[config.mk]
export PLATFORM = sky130hd
export DESIGN_NAME = axis_packetizer_flat
export DESIGN_NICKNAME = d
export VERILOG_FILES = /design/src/rtl/axis_pkt_pkg.sv /design/src/rtl/axis_packetizer_if.sv /design/src/rtl/pkt_fifo.sv /design/src/rtl/axis_packetizer.sv /design/src/flat_wrapper.sv
export SDC_FILE = /design/constraint.sdc
export NUM_CORES = 1
export LEC_CHECK = 0
export ABC_CLOCK_PERIOD_IN_PS = 6300
export CAP_MARGIN = 25
export CORE_ASPECT_RATIO = 0.6
export CORE_MARGIN = 4
export CORE_UTILIZATION = 40
export DETAILED_ROUTE_END_ITERATION = 7
export HOLD_SLACK_MARGIN = 0.02
export PLACE_DENSITY_LB_ADDON = 0.08
export SLEW_MARGIN = 20
export SYNTH_ARGS = -nofsm -noshare
export SYNTH_HDL_FRONTEND = slang
export SYNTH_SLANG_ARGS = --single-unit
[constraint.sdc]
create_clock -name clk -period 6.3 [get_ports clk]
set_input_delay 1.26 -clock clk [delete_from_list [all_inputs] [get_ports clk]]
set_output_delay 1.26 -clock clk [all_outputs]
set_load 0.01 [all_outputs]
[src/rtl/axis_pkt_pkg.sv]
// ---------------------------------------------------------------------------
// axis_pkt_pkg
// Shared widths, the stored beat layout and the output FSM state type for
// the AXI-Stream packetizer slice.
// ---------------------------------------------------------------------------
package axis_pkt_pkg;

    localparam int AXIS_DATA_W = 32;
    localparam int AXIS_DEST_W = 8;
    localparam int AXIS_USER_W = 4;

    // One FIFO entry: payload word plus its end-of-packet flag.
    typedef struct packed {
        logic                   last;
        logic [AXIS_DATA_W-1:0] data;
    } beat_t;

    // TUSER marker carried on the first beat of every packet.
    localparam logic [AXIS_USER_W-1:0] USER_FIRST = 4'b0001;

    typedef enum logic {
        FIRST = 1'b0,
        BODY  = 1'b1
    } pkt_state_e;

    // Destination lives in the top byte of a packet's first word.
    function automatic logic [AXIS_DEST_W-1:0] dest_of(input beat_t b);
        return b.data[AXIS_DATA_W-1 -: AXIS_DEST_W];
    endfunction

endpackage

[src/rtl/axis_packetizer_if.sv]
// ---------------------------------------------------------------------------
// AXIStream
// AXI-Stream bundle used on the packetizer's output side.
//   master modport : drives TVALID, TDATA, TLAST, TDEST, TUSER; samples TREADY
//   slave  modport : the mirror image
// ---------------------------------------------------------------------------
interface AXIStream
    import axis_pkt_pkg::*;
();

    logic                   TVALID;
    logic                   TREADY;
    logic [AXIS_DATA_W-1:0] TDATA;
    logic                   TLAST;
    logic [AXIS_DEST_W-1:0] TDEST;
    logic [AXIS_USER_W-1:0] TUSER;

    modport master (
        output TVALID,
        output TDATA,
        output TLAST,
        output TDEST,
        output TUSER,
        input  TREADY
    );

    modport slave (
        input  TVALID,
        input  TDATA,
        input  TLAST,
        input  TDEST,
        input  TUSER,
        output TREADY
    );

endinterface

[src/rtl/pkt_fifo.sv]
// ---------------------------------------------------------------------------
// pkt_fifo
// Synchronous first-word-fall-through FIFO of DEPTH beat_t entries.
//   clk, rst_n  : clock, asynchronous active-low reset
//   wr_en_i     : write wr_beat_i this cycle (ignored when full)
//   rd_en_i     : pop the head this cycle (ignored when empty)
//   rd_beat_o   : current head entry, valid whenever empty_o is low
//   level_o     : number of entries held (0..DEPTH)
//   empty_o     : no entries held
//   full_o      : DEPTH entries held
// DEPTH must be a power of two (>= 2) so the pointers wrap by overflow.
// ---------------------------------------------------------------------------
module pkt_fifo
    import axis_pkt_pkg::*;
#(
    parameter int DEPTH = 16
) (
    input  logic                       clk,
    input  logic                       rst_n,
    input  logic                       wr_en_i,
    input  beat_t                      wr_beat_i,
    input  logic                       rd_en_i,
    output beat_t                      rd_beat_o,
    output logic [$clog2(DEPTH):0]     level_o,
    output logic                       empty_o,
    output logic                       full_o
);

    localparam int AW = $clog2(DEPTH);
    localparam int LW = AW + 1;

    beat_t          mem_q [DEPTH];
    logic [AW-1:0]  wrPtr_q, wrPtr_d;
    logic [AW-1:0]  rdPtr_q, rdPtr_d;
    logic [LW-1:0]  level_q, level_d;
    logic           wrEn;
    logic           rdEn;

    assign empty_o   = (level_q == '0);
    assign full_o    = (level_q == LW'(DEPTH));
    assign wrEn      = wr_en_i && !full_o;
    assign rdEn      = rd_en_i && !empty_o;
    assign rd_beat_o = mem_q[rdPtr_q];
    assign level_o   = level_q;

    // Storage array carries no reset; only the pointers define what is valid.
    always_ff @(posedge clk) begin
        if (wrEn) begin
            mem_q[wrPtr_q] <= wr_beat_i;
        end
    end

    // Pointers wrap naturally at DEPTH; a simultaneous push and pop keeps
    // the level unchanged.
    always_comb begin
        wrPtr_d = wrPtr_q;
        rdPtr_d = rdPtr_q;
        level_d = level_q;
        if (wrEn) begin
            wrPtr_d = wrPtr_q + AW'(1);
        end
        if (rdEn) begin
            rdPtr_d = rdPtr_q + AW'(1);
        end
        case ({wrEn, rdEn})
            2'b10:   level_d = level_q + LW'(1);
            2'b01:   level_d = level_q - LW'(1);
            default: level_d = level_q;
        endcase
    end

    always_ff @(posedge clk or negedge rst_n) begin
        if (!rst_n) begin
            wrPtr_q <= '0;
            rdPtr_q <= '0;
            level_q <= '0;
        end else begin
            wrPtr_q <= wrPtr_d;
            rdPtr_q <= rdPtr_d;
            level_q <= level_d;
        end
    end

endmodule

[src/rtl/axis_packetizer.sv]
// ---------------------------------------------------------------------------
// axis_packetizer
// Buffers upstream words in a FWFT FIFO and emits them as AXI-Stream packets,
// tagging each packet with TDEST taken from its first word and marking the
// first beat with TUSER = USER_FIRST.
//   clk, rst_n  : clock, asynchronous active-low reset
//   in_valid    : upstream word qualifier
//   in_ready    : FIFO can accept a word
//   in_data     : payload; bits [31:24] of a packet's first word = destination
//   in_last     : final word of a packet
//   m_axis      : AXI-Stream master output
//   fifo_level  : beats currently held
// Optional build macro AXIS_PACKETIZER_STORE_FORWARD_EN: hold a packet back
// until it is complete in the FIFO (with a cut-through fallback when the
// FIFO fills before any packet is complete). Default build is cut-through.
// DEPTH must be a power of two and at least 2.
// ---------------------------------------------------------------------------
module axis_packetizer
    import axis_pkt_pkg::*;
#(
    parameter int DEPTH = 16
) (
    input  logic                   clk,
    input  logic                   rst_n,
    input  logic                   in_valid,
    output logic                   in_ready,
    input  logic [AXIS_DATA_W-1:0] in_data,
    input  logic                   in_last,
    AXIStream.master               m_axis,
    output logic [$clog2(DEPTH):0] fifo_level
);

    localparam int LW = $clog2(DEPTH) + 1;

    pkt_state_e             state_q, state_d;
    logic [AXIS_DEST_W-1:0] dest_q, dest_d;
    logic                   readyEn_q;
    beat_t                  wrBeat;
    beat_t                  headBeat;
    logic                   fifoEmpty;
    logic                   fifoFull;
    logic                   push;
    logic                   pop;
    logic                   releaseOk;

    assign wrBeat   = '{last: in_last, data: in_data};
    // readyEn_q keeps in_ready low through reset and for the edge that
    // releases it.
    assign in_ready = readyEn_q && !fifoFull;
    assign push     = in_valid && in_ready;
    assign pop      = releaseOk && m_axis.TREADY;

    pkt_fifo #(
        .DEPTH (DEPTH)
    ) u_fifo (
        .clk       (clk),
        .rst_n     (rst_n),
        .wr_en_i   (push),
        .wr_beat_i (wrBeat),
        .rd_en_i   (pop),
        .rd_beat_o (headBeat),
        .level_o   (fifo_level),
        .empty_o   (fifoEmpty),
        .full_o    (fifoFull)
    );

`ifdef AXIS_PACKETIZER_STORE_FORWARD_EN
    logic [LW-1:0] pktCnt_q, pktCnt_d;

    // Complete packets resident in the FIFO.
    always_comb begin
        pktCnt_d = pktCnt_q;
        case ({push && in_last, pop && headBeat.last})
            2'b10:   pktCnt_d = pktCnt_q + LW'(1);
            2'b01:   pktCnt_d = pktCnt_q - LW'(1);
            default: pktCnt_d = pktCnt_q;
        endcase
    end

    always_ff @(posedge clk or negedge rst_n) begin
        if (!rst_n) begin
            pktCnt_q <= '0;
        end else begin
            pktCnt_q <= pktCnt_d;
        end
    end

    // A packet already in flight must finish; a full FIFO with no complete
    // packet would otherwise deadlock, so it falls back to cut-through.
    assign releaseOk = !fifoEmpty && ((pktCnt_q != '0) || (state_q == BODY) || fifoFull);
`else
    assign releaseOk = !fifoEmpty;
`endif

    // Output FSM: in FIRST the head's own destination byte is presented
    // directly, and latched on transfer so later beats repeat it.
    always_comb begin
        state_d       = state_q;
        dest_d        = dest_q;
        m_axis.TVALID = releaseOk;
        m_axis.TDATA  = headBeat.data;
        m_axis.TLAST  = headBeat.last;
        m_axis.TDEST  = dest_q;
        m_axis.TUSER  = '0;
        case (state_q)
            FIRST: begin
                m_axis.TDEST = dest_of(headBeat);
                m_axis.TUSER = USER_FIRST;
                if (pop) begin
                    dest_d  = dest_of(headBeat);
                    state_d = headBeat.last ? FIRST : BODY;
                end
            end
            BODY: begin
                if (pop && headBeat.last) begin
                    state_d = FIRST;
                end
            end
            default: state_d = FIRST;
        endcase
    end

    always_ff @(posedge clk or negedge rst_n) begin
        if (!rst_n) begin
            state_q   <= FIRST;
            dest_q    <= '0;
            readyEn_q <= 1'b0;
        end else begin
            state_q   <= state_d;
            dest_q    <= dest_d;
            readyEn_q <= 1'b1;
        end
    end

endmodule

[src/flat_wrapper.sv]
// flat-port wrapper written by rule: the top's interface ports become plain ports
module axis_packetizer_flat import axis_pkt_pkg::*;
#(
    parameter int DEPTH = 16
)
  (clk, rst_n, in_valid, in_ready, in_data, in_last, fifo_level, m_axis_TVALID, m_axis_TDATA, m_axis_TLAST, m_axis_TDEST, m_axis_TUSER, m_axis_TREADY);
  AXIStream m_axis_i ();
  input  logic clk;
  input  logic rst_n;
  input  logic in_valid;
  output logic in_ready;
  input  logic [AXIS_DATA_W-1:0] in_data;
  input  logic in_last;
  output logic [$clog2(DEPTH):0] fifo_level;
  output wire logic [$bits(m_axis_i.TVALID)-1:0] m_axis_TVALID;
  output wire logic [$bits(m_axis_i.TDATA)-1:0] m_axis_TDATA;
  output wire logic [$bits(m_axis_i.TLAST)-1:0] m_axis_TLAST;
  output wire logic [$bits(m_axis_i.TDEST)-1:0] m_axis_TDEST;
  output wire logic [$bits(m_axis_i.TUSER)-1:0] m_axis_TUSER;
  input wire logic [$bits(m_axis_i.TREADY)-1:0] m_axis_TREADY;
  assign m_axis_TVALID = m_axis_i.TVALID;
  assign m_axis_TDATA = m_axis_i.TDATA;
  assign m_axis_TLAST = m_axis_i.TLAST;
  assign m_axis_TDEST = m_axis_i.TDEST;
  assign m_axis_TUSER = m_axis_i.TUSER;
  assign m_axis_i.TREADY = m_axis_TREADY;
  axis_packetizer #(.DEPTH(DEPTH)) u_core (.clk(clk), .rst_n(rst_n), .in_valid(in_valid), .in_ready(in_ready), .in_data(in_data), .in_last(in_last), .m_axis(m_axis_i), .fifo_level(fifo_level));
endmodule
==> impl_metrics.yaml, run 1 <==
global_route:
  grt.total_usage: 0.169
  grt_use_met1: 0.258
  use_met3: 0.0343
  grt_overflow: 0
  antenna_found_initial: 1
  grt_pass1_vias: 10100
  grt_max_degree: 48
  grt_first_pass_wirelength_um: 71000
  globalRoute.busiestLayer: "met1"
  met2_usage: 0.254
logic_synthesis:
  synth_area_leader_cell: "edfxtp_1"
  synthXorXnorAreaFrac: 0.00450
  synth_commonest_cells: "edfxtp_1, mux4_2, mux2i_1"
  synth_compound_area_frac: 0.0164
  ys_warn_count: 0
  synthMuxAreaShare: 0.173
  synthAdderAreaFrac: 0.00526
  netlist_instances: 939
  synth_edf_count: 528
  synth_cell_types: 49
  synth_ff_type: "edfxtp_1"
  yosysMostFrequentCell: "edfxtp_1"
  syn_area_per_cell_sq_um: 22.8
  synth_top_family_by_area: "multiplexers"
  synth-async-reset-ratio: 0.0417
  ys_seq_elements: 551
  synth_area_leaders: "edfxtp_1, mux4_2, dfrtp_1"
  synth_area_sq_um: 21400
  ys_seq_area_frac: 0.767
  synth_simple_gate_area_frac: 0.0148
  synth_top_area_share: 0.740
floorplan:
  start_util: 0.406
  ios: 89
  fp.coreArea_sq_um: 52800
  die_area_sq_um: 57500
  die_w_um: 307
  num_rows: 65
  die_h_um: 187
routing:
  wl_um: 48200
  routed_via_density: 5.43
  drc_errors: 0
  first_pass_iters: 7
  vias: 9795
  wl_per_cell_um: 26.7
  drt_iter0_drc: 798
  antenna_left: 0
clocking:
  cts_sinks: 551
  numCtsBuffers: 52
  postCtsHoldBufs: 0
  clkSlewWorstSetupHoldPaths_ns: 0.06
  cts_tree: "done"
  cts.repair.resized: 0
  clk_latency_ns: 0.58
  htreeDepth: 2
  root_buffer: "clkbuf_16"
  clockBufferDepth: 3
  post_cts_buffers: 0
worst_setup_path:
  critPathTopFamily: "multiplexers"
  rr_worst_depth: 10
  worstPathCellList: "buf_4 -> mux4_2 -> mux2i_1 -> o2bb2ai_1 -> mux2_2 -> clkdlybuf4s50_1"
  crit_type: "reg2out"
  cp-end-kind: "output port"
  timing.rr.end: "u_core.u_fifo.level_o[4]$_DFFE_PN0P_"
  path_max_fanout: 45
  cp.buffers_inverters: 2
  required_ns: 5.04
  r2r-start: "u_core.u_fifo.level_o[1]$_DFFE_PN0P_"
  max_stage_delay_ns: 0.90
  cpMaxStageDelayCell: "dfrtp_4"
  arrival_ns: 3.74
  start_kind: "register"
  rrSetupSlack_ns: 3.25
  startpoint: "u_core.u_fifo.rdPtr_q[1]$_DFFE_PN0P_"
cells_and_area:
  layout-drive-gt1-share: 0.257
  final_cell_count_no_fill: 1804
  area_growth_pct: 16.2
  postLayoutCoreUtil: 0.472
  multi_input_area_sq_um: 4730
  n_antenna_cell: 0
  fillCellCount: 4309
  nets: 1106
  seqCellArea_sq_um: 16400
timing:
  fin_crit_sh: 0.793
  setup_tns_ns: 0
  skew_ns: 0.0192
  worst_slew_pin_slew_ns: 1.03
  period_needed_ns: 5.00
  slew_headroom: 0.311
  rsz0062_at_grt: "false"
  setup_slack_ns: 1.30
  hold_viol: 0
  clock.fmax_mhz: 200
  final_max_slew_viol_count: 0
  setup-violations-final: 0
pwr:
  p_per_area_nw_per_um2: 436
  pwr-share-comb: 0.294
  ir_drop_mv: 0.231
  power.total_mw: 10.9
  cellLeakagePower_nw: 7.92
  swShare: 0.290
  switching_power_mw: 3.15
  clkPwrFrac: 0.277
  p_int_mw: 7.72
  seq_power_share: 0.430
hold_path:
  hp-start: "u_core.dest_q[4]$_DFFE_PN0P_"
  hold_depth: 1
  hold_path_end: "u_core.dest_q[4]$_DFFE_PN0P_"
  hold_path.class: "reg2reg"
placement:
  place_congestion: 0.705
  dp_hpwl_um: 26700
  post-place-ws_ns: 1.82
  post-place-cells: 1708
  port_buffers: 85
run_status:
  outcome: "complete, no violations"
run:
  drv_cap: 0
worst reg2reg max path, delay by kind of cell, from the launching register on:
kind	cells	cell delay, ns
AOI/OAI and AO/OA	4	0.85
xor gates and xnor gates	2	0.27
adders and majority gates	2	0.57
buffers and inverters	1	0.14
DFF	1	0.49
and+or+nand+nor	1	0.60
per-stage QoR:
step                      cell area, sq um  hold slack [ns]
after global routing                 24900            0.517
after floorplan                      21400            0.454
final                                24900            0.481
after CTS                            24900            0.488
after global placement               23200            0.469
after detailed placement             23300            0.474
cells in the final DEF, fill, tap and decap left out, drive strengths merged, types with 14 or more instances in the layout:
cell type | synthesis | routed
clkdlybuf4s50 | 0 | 85
dfrtp | 23 | 23
clkinv | 0 | 21
mux4 | 139 | 139
nor2 | 19 | 19
clkbuf | 16 | 71
nand2 | 14 | 14
buf | 38 | 34
mux2i | 40 | 40
mux2 | 16 | 16
edfxtp | 528 | 528
logic make-up (layout without fill, tap and decap cells):
| kind of cell | after synthesis | after routing |
|---|---|---|
| compound gates | 46 | 46 |
| xor+xnor | 11 | 11 |
| fa+ha+maj | 9 | 9 |
| buf+inv | 61 | 221 |
| flops | 551 | 551 |
| mux | 195 | 195 |
| other cells | 2 | 4 |
| simple gates | 64 | 64 |
flip-flops by register name (all words and copies together), names as in the netlist, named ones only:
register / cells
u_core.readyEn_q: 1
u_core.dest_q: 8
u_core.u_fifo.level_o: 5
u_core.u_fifo.rdPtr_q: 4
u_core.u_fifo.mem_q: 528
u_core.u_fifo.wrPtr_q: 4
worst max path at each step:
stage	endpoint	cells after the start
after floorplan	u_core.u_fifo.mem_q[0][0]$_DFFE_PP_	4
after global placement	m_axis_TDEST[2]	6
after detailed placement	m_axis_TDEST[3]	6
after CTS	m_axis_TDEST[3]	6
after global routing	m_axis_TDEST[3]	6
final	m_axis_TDEST[4]	6
cell type report:
class | count | area share
well taps | 703 | 0.0353
clock inverters | 24 | 0.00708
repair buffers | 119 | 0.0485
multi-input cells | 329 | 0.190
inverters | 7 | 0.00105
flip-flops and latches | 551 | 0.660
clock buffers | 71 | 0.0580
power groups by stage:
stage          clock, mW  sequential [mW]  combinational (mW)
6_report            3.01             4.67                3.19
5_1_grt             3.25             4.72                3.42
3_5_place_dp           0             4.76                3.26
2_1_floorplan          0             4.41                2.32
3_3_place_gp           0             4.76                3.25
4_1_cts             3.10             4.68                3.27
layer usage:
| metal | share of wire | wire, um |
|---|---|---|
| met4 | 0.015 | 735 |
| met3 | 0.057 | 2750 |
| met5 | 0.00027 | 13 |
| met2 | 0.45 | 21800 |
| met1 | 0.47 | 22900 |
No activity file was read; power rests on OpenSTA's default activity.
==> inputs of run 2 (changes only) <==
--- a/config.mk
+++ b/config.mk
@@ -5,7 +5,7 @@
 export SDC_FILE = /design/constraint.sdc
 export NUM_CORES = 1
 export LEC_CHECK = 0
-export ABC_CLOCK_PERIOD_IN_PS = 6300
+export ABC_CLOCK_PERIOD_IN_PS = 5200
 export CAP_MARGIN = 25
 export CORE_ASPECT_RATIO = 0.6
 export CORE_MARGIN = 4
==> constraint.sdc (replaced) <==
create_clock -name clk -period 5.2 [get_ports clk]
set_input_delay 1.04 -clock clk [delete_from_list [all_inputs] [get_ports clk]]
set_output_delay 1.04 -clock clk [all_outputs]
set_load 0.01 [all_outputs]
==> run 2 against run 1 <==
Effect of this change:
- flip-flop and latch count unchanged
- worst setup slack lost 0.65 ns
- cell area about the same
- first-iteration DRC count increased by 4.5%
- clock power up 19%
- via count is 1.0% lower
- power up 21%
==> impl_metrics.yaml, run 2 (same netlist as run 1, synthesis figures left out) <==
placement:
  dp_hpwl_um: 26200
  post-place-cells: 1710
  port_buffers: 85
  place_congestion: 0.686
global_route:
  grt_pass1_vias: 10100
  grt_max_degree: 55
  grt.total_usage: 0.167
  grt_overflow: 0
  grt_first_pass_wirelength_um: 70400
  antenna_found_initial: 1
worst_setup_path:
  worstPathCellList: "buf_4 -> mux4_2 -> mux4_2 -> clkdlybuf4s50_1"
  crit_type: "reg2out"
  timing.rr.end: "u_core.u_fifo.level_o[4]$_DFFE_PN0P_"
  cpMaxStageDelayCell: "dfrtp_4"
  start_kind: "register"
  arrival_ns: 3.51
  cpMostUsedCell: "mux4_2"
  rr_worst_depth: 10
  r2r-start: "u_core.u_fifo.level_o[1]$_DFFE_PN0P_"
  max_stage_delay_ns: 0.82
  critPathTopFamily: "buffers and inverters"
  path_max_fanout: 42
  required_ns: 4.16
  cp-end-kind: "output port"
  cp.buffers_inverters: 2
  rrSetupSlack_ns: 2.06
run_status:
  outcome: "complete, no violations"
timing:
  period_needed_ns: 4.55
  rsz0062_at_grt: "false"
  final_max_slew_viol_count: 0
  slew_headroom: 0.364
  fin_crit_sh: 0.875
  setup-violations-final: 0
  worst_slew_pin_slew_ns: 0.951
  skew_ns: 0.0233
  hold_viol: 0
  setup_tns_ns: 0
  clock.fmax_mhz: 220
hold_path:
  hold_depth: 1
  hold_path_end: "u_core.dest_q[0]$_DFFE_PN0P_"
  hold_path.class: "reg2reg"
  hp-start: "u_core.dest_q[0]$_DFFE_PN0P_"
floorplan:
  die_area_sq_um: 57500
  start_util: 0.406
  fp.coreArea_sq_um: 52800
  ios: 89
  num_rows: 65
  die_w_um: 307
  die_h_um: 187
routing:
  wl_per_cell_um: 26.3
  wl_um: 47500
  routed_via_density: 5.37
  vias: 9694
  drc_errors: 0
  first_pass_iters: 6
  antenna_left: 0
  drt_iter0_drc: 834
pwr:
  p_per_area_nw_per_um2: 527
  cellLeakagePower_nw: 7.90
  ir_drop_mv: 0.225
clocking:
  cts_sinks: 551
  clockBufferDepth: 3
  htreeDepth: 2
  clkSlewWorstSetupHoldPaths_ns: 0.06
  post_cts_buffers: 0
  cts_tree: "done"
  postCtsHoldBufs: 0
  numCtsBuffers: 52
  clk_latency_ns: 0.58
  cts.repair.resized: 0
  root_buffer: "clkbuf_16"
cells_and_area:
  final_cell_count_no_fill: 1806
  final_common_cell: "edfxtp_1"
  layout-drive-gt1-share: 0.250
  area_growth_pct: 16.3
  final_cell_mix: "edfxtp_1, mux4_2, clkdlybuf4s50_1"
  top_register: "u_core.u_fifo.mem_q"
  largest_reg_flops: 528
  nets: 1108
run:
  drv_cap: 0
-- run 2: cell count changes in the layout (fill, tap and decap cells not counted) --
cell,change
buf_12,+5
clkinv_2,-5
clkbuf_1,+4
clkinv_1,+4
clkbuf_8,-3
buf_4,-2
nor3_2,+2
nor3_4,-2
buf_16,-1
diode_2,+1
inv_6,-1
-- run 2: cell type report --
class | instances | area (sq um)
flip-flops and latches | 551 | 16400
well taps | 703 | 880
multi-input cells | 329 | 4710
clock inverters | 22 | 158
repair buffers | 121 | 1270
diodes | 1 | 2.50
inverters | 7 | 26.3
fillers | 4304 | 27900
clock buffers | 72 | 1420
-- run 2: worst max-delay path by stage --
stage,cells after the start,to,from,slack (ns)
after global routing,6,m_axis_TDEST[1],u_core.u_fifo.rdPtr_q[1]$_DFFE_PN0P_,0.48
after CTS,4,m_axis_TDATA[8],u_core.u_fifo.rdPtr_q[1]$_DFFE_PN0P_,0.56
after global placement,4,m_axis_TDATA[8],u_core.u_fifo.rdPtr_q[1]$_DFFE_PN0P_,1.19
after detailed placement,4,m_axis_TDATA[8],u_core.u_fifo.rdPtr_q[1]$_DFFE_PN0P_,1.18
after floorplan,4,u_core.u_fifo.mem_q[0][0]$_DFFE_PP_,in_valid,1.01
final,4,m_axis_TDATA[7],u_core.u_fifo.rdPtr_q[1]$_DFFE_PN0P_,0.65
-- run 2: stage by stage --
step	area (sq um)	power [mW]	setup WS, ns	hold WS, ns	util
after detailed placement	23300	9.69	1.18	0.475	0.441
after floorplan	21400	8.16	1.01	0.454	-
after global routing	24900	13.8	0.476	0.504	0.472
after CTS	24900	13.3	0.565	0.490	0.471
after global placement	23300	9.70	1.19	0.469	0.441
final	24900	13.1	0.650	0.485	0.472
-- run 2: power breakdown --
group / internal, mW / total (mW) / switching (mW)
Sequential: 5.17 / 5.53 / 0.357
Combinational: 2.18 / 4.01 / 1.84
Clock: 2.00 / 3.58 / 1.58
-- run 2: metal layers --
| layer | GRT usage | vias up | wire length [um] |
|---|---|---|---|
| met5 | 0 | - | 20 |
| met4 | 0.0320 | 2 | 752 |
| met3 | 0.0287 | 68 | 1980 |
| met2 | 0.253 | 196 | 21500 |
| met1 | 0.256 | 5230 | 23200 |
| li1 | - | 4198 | - |
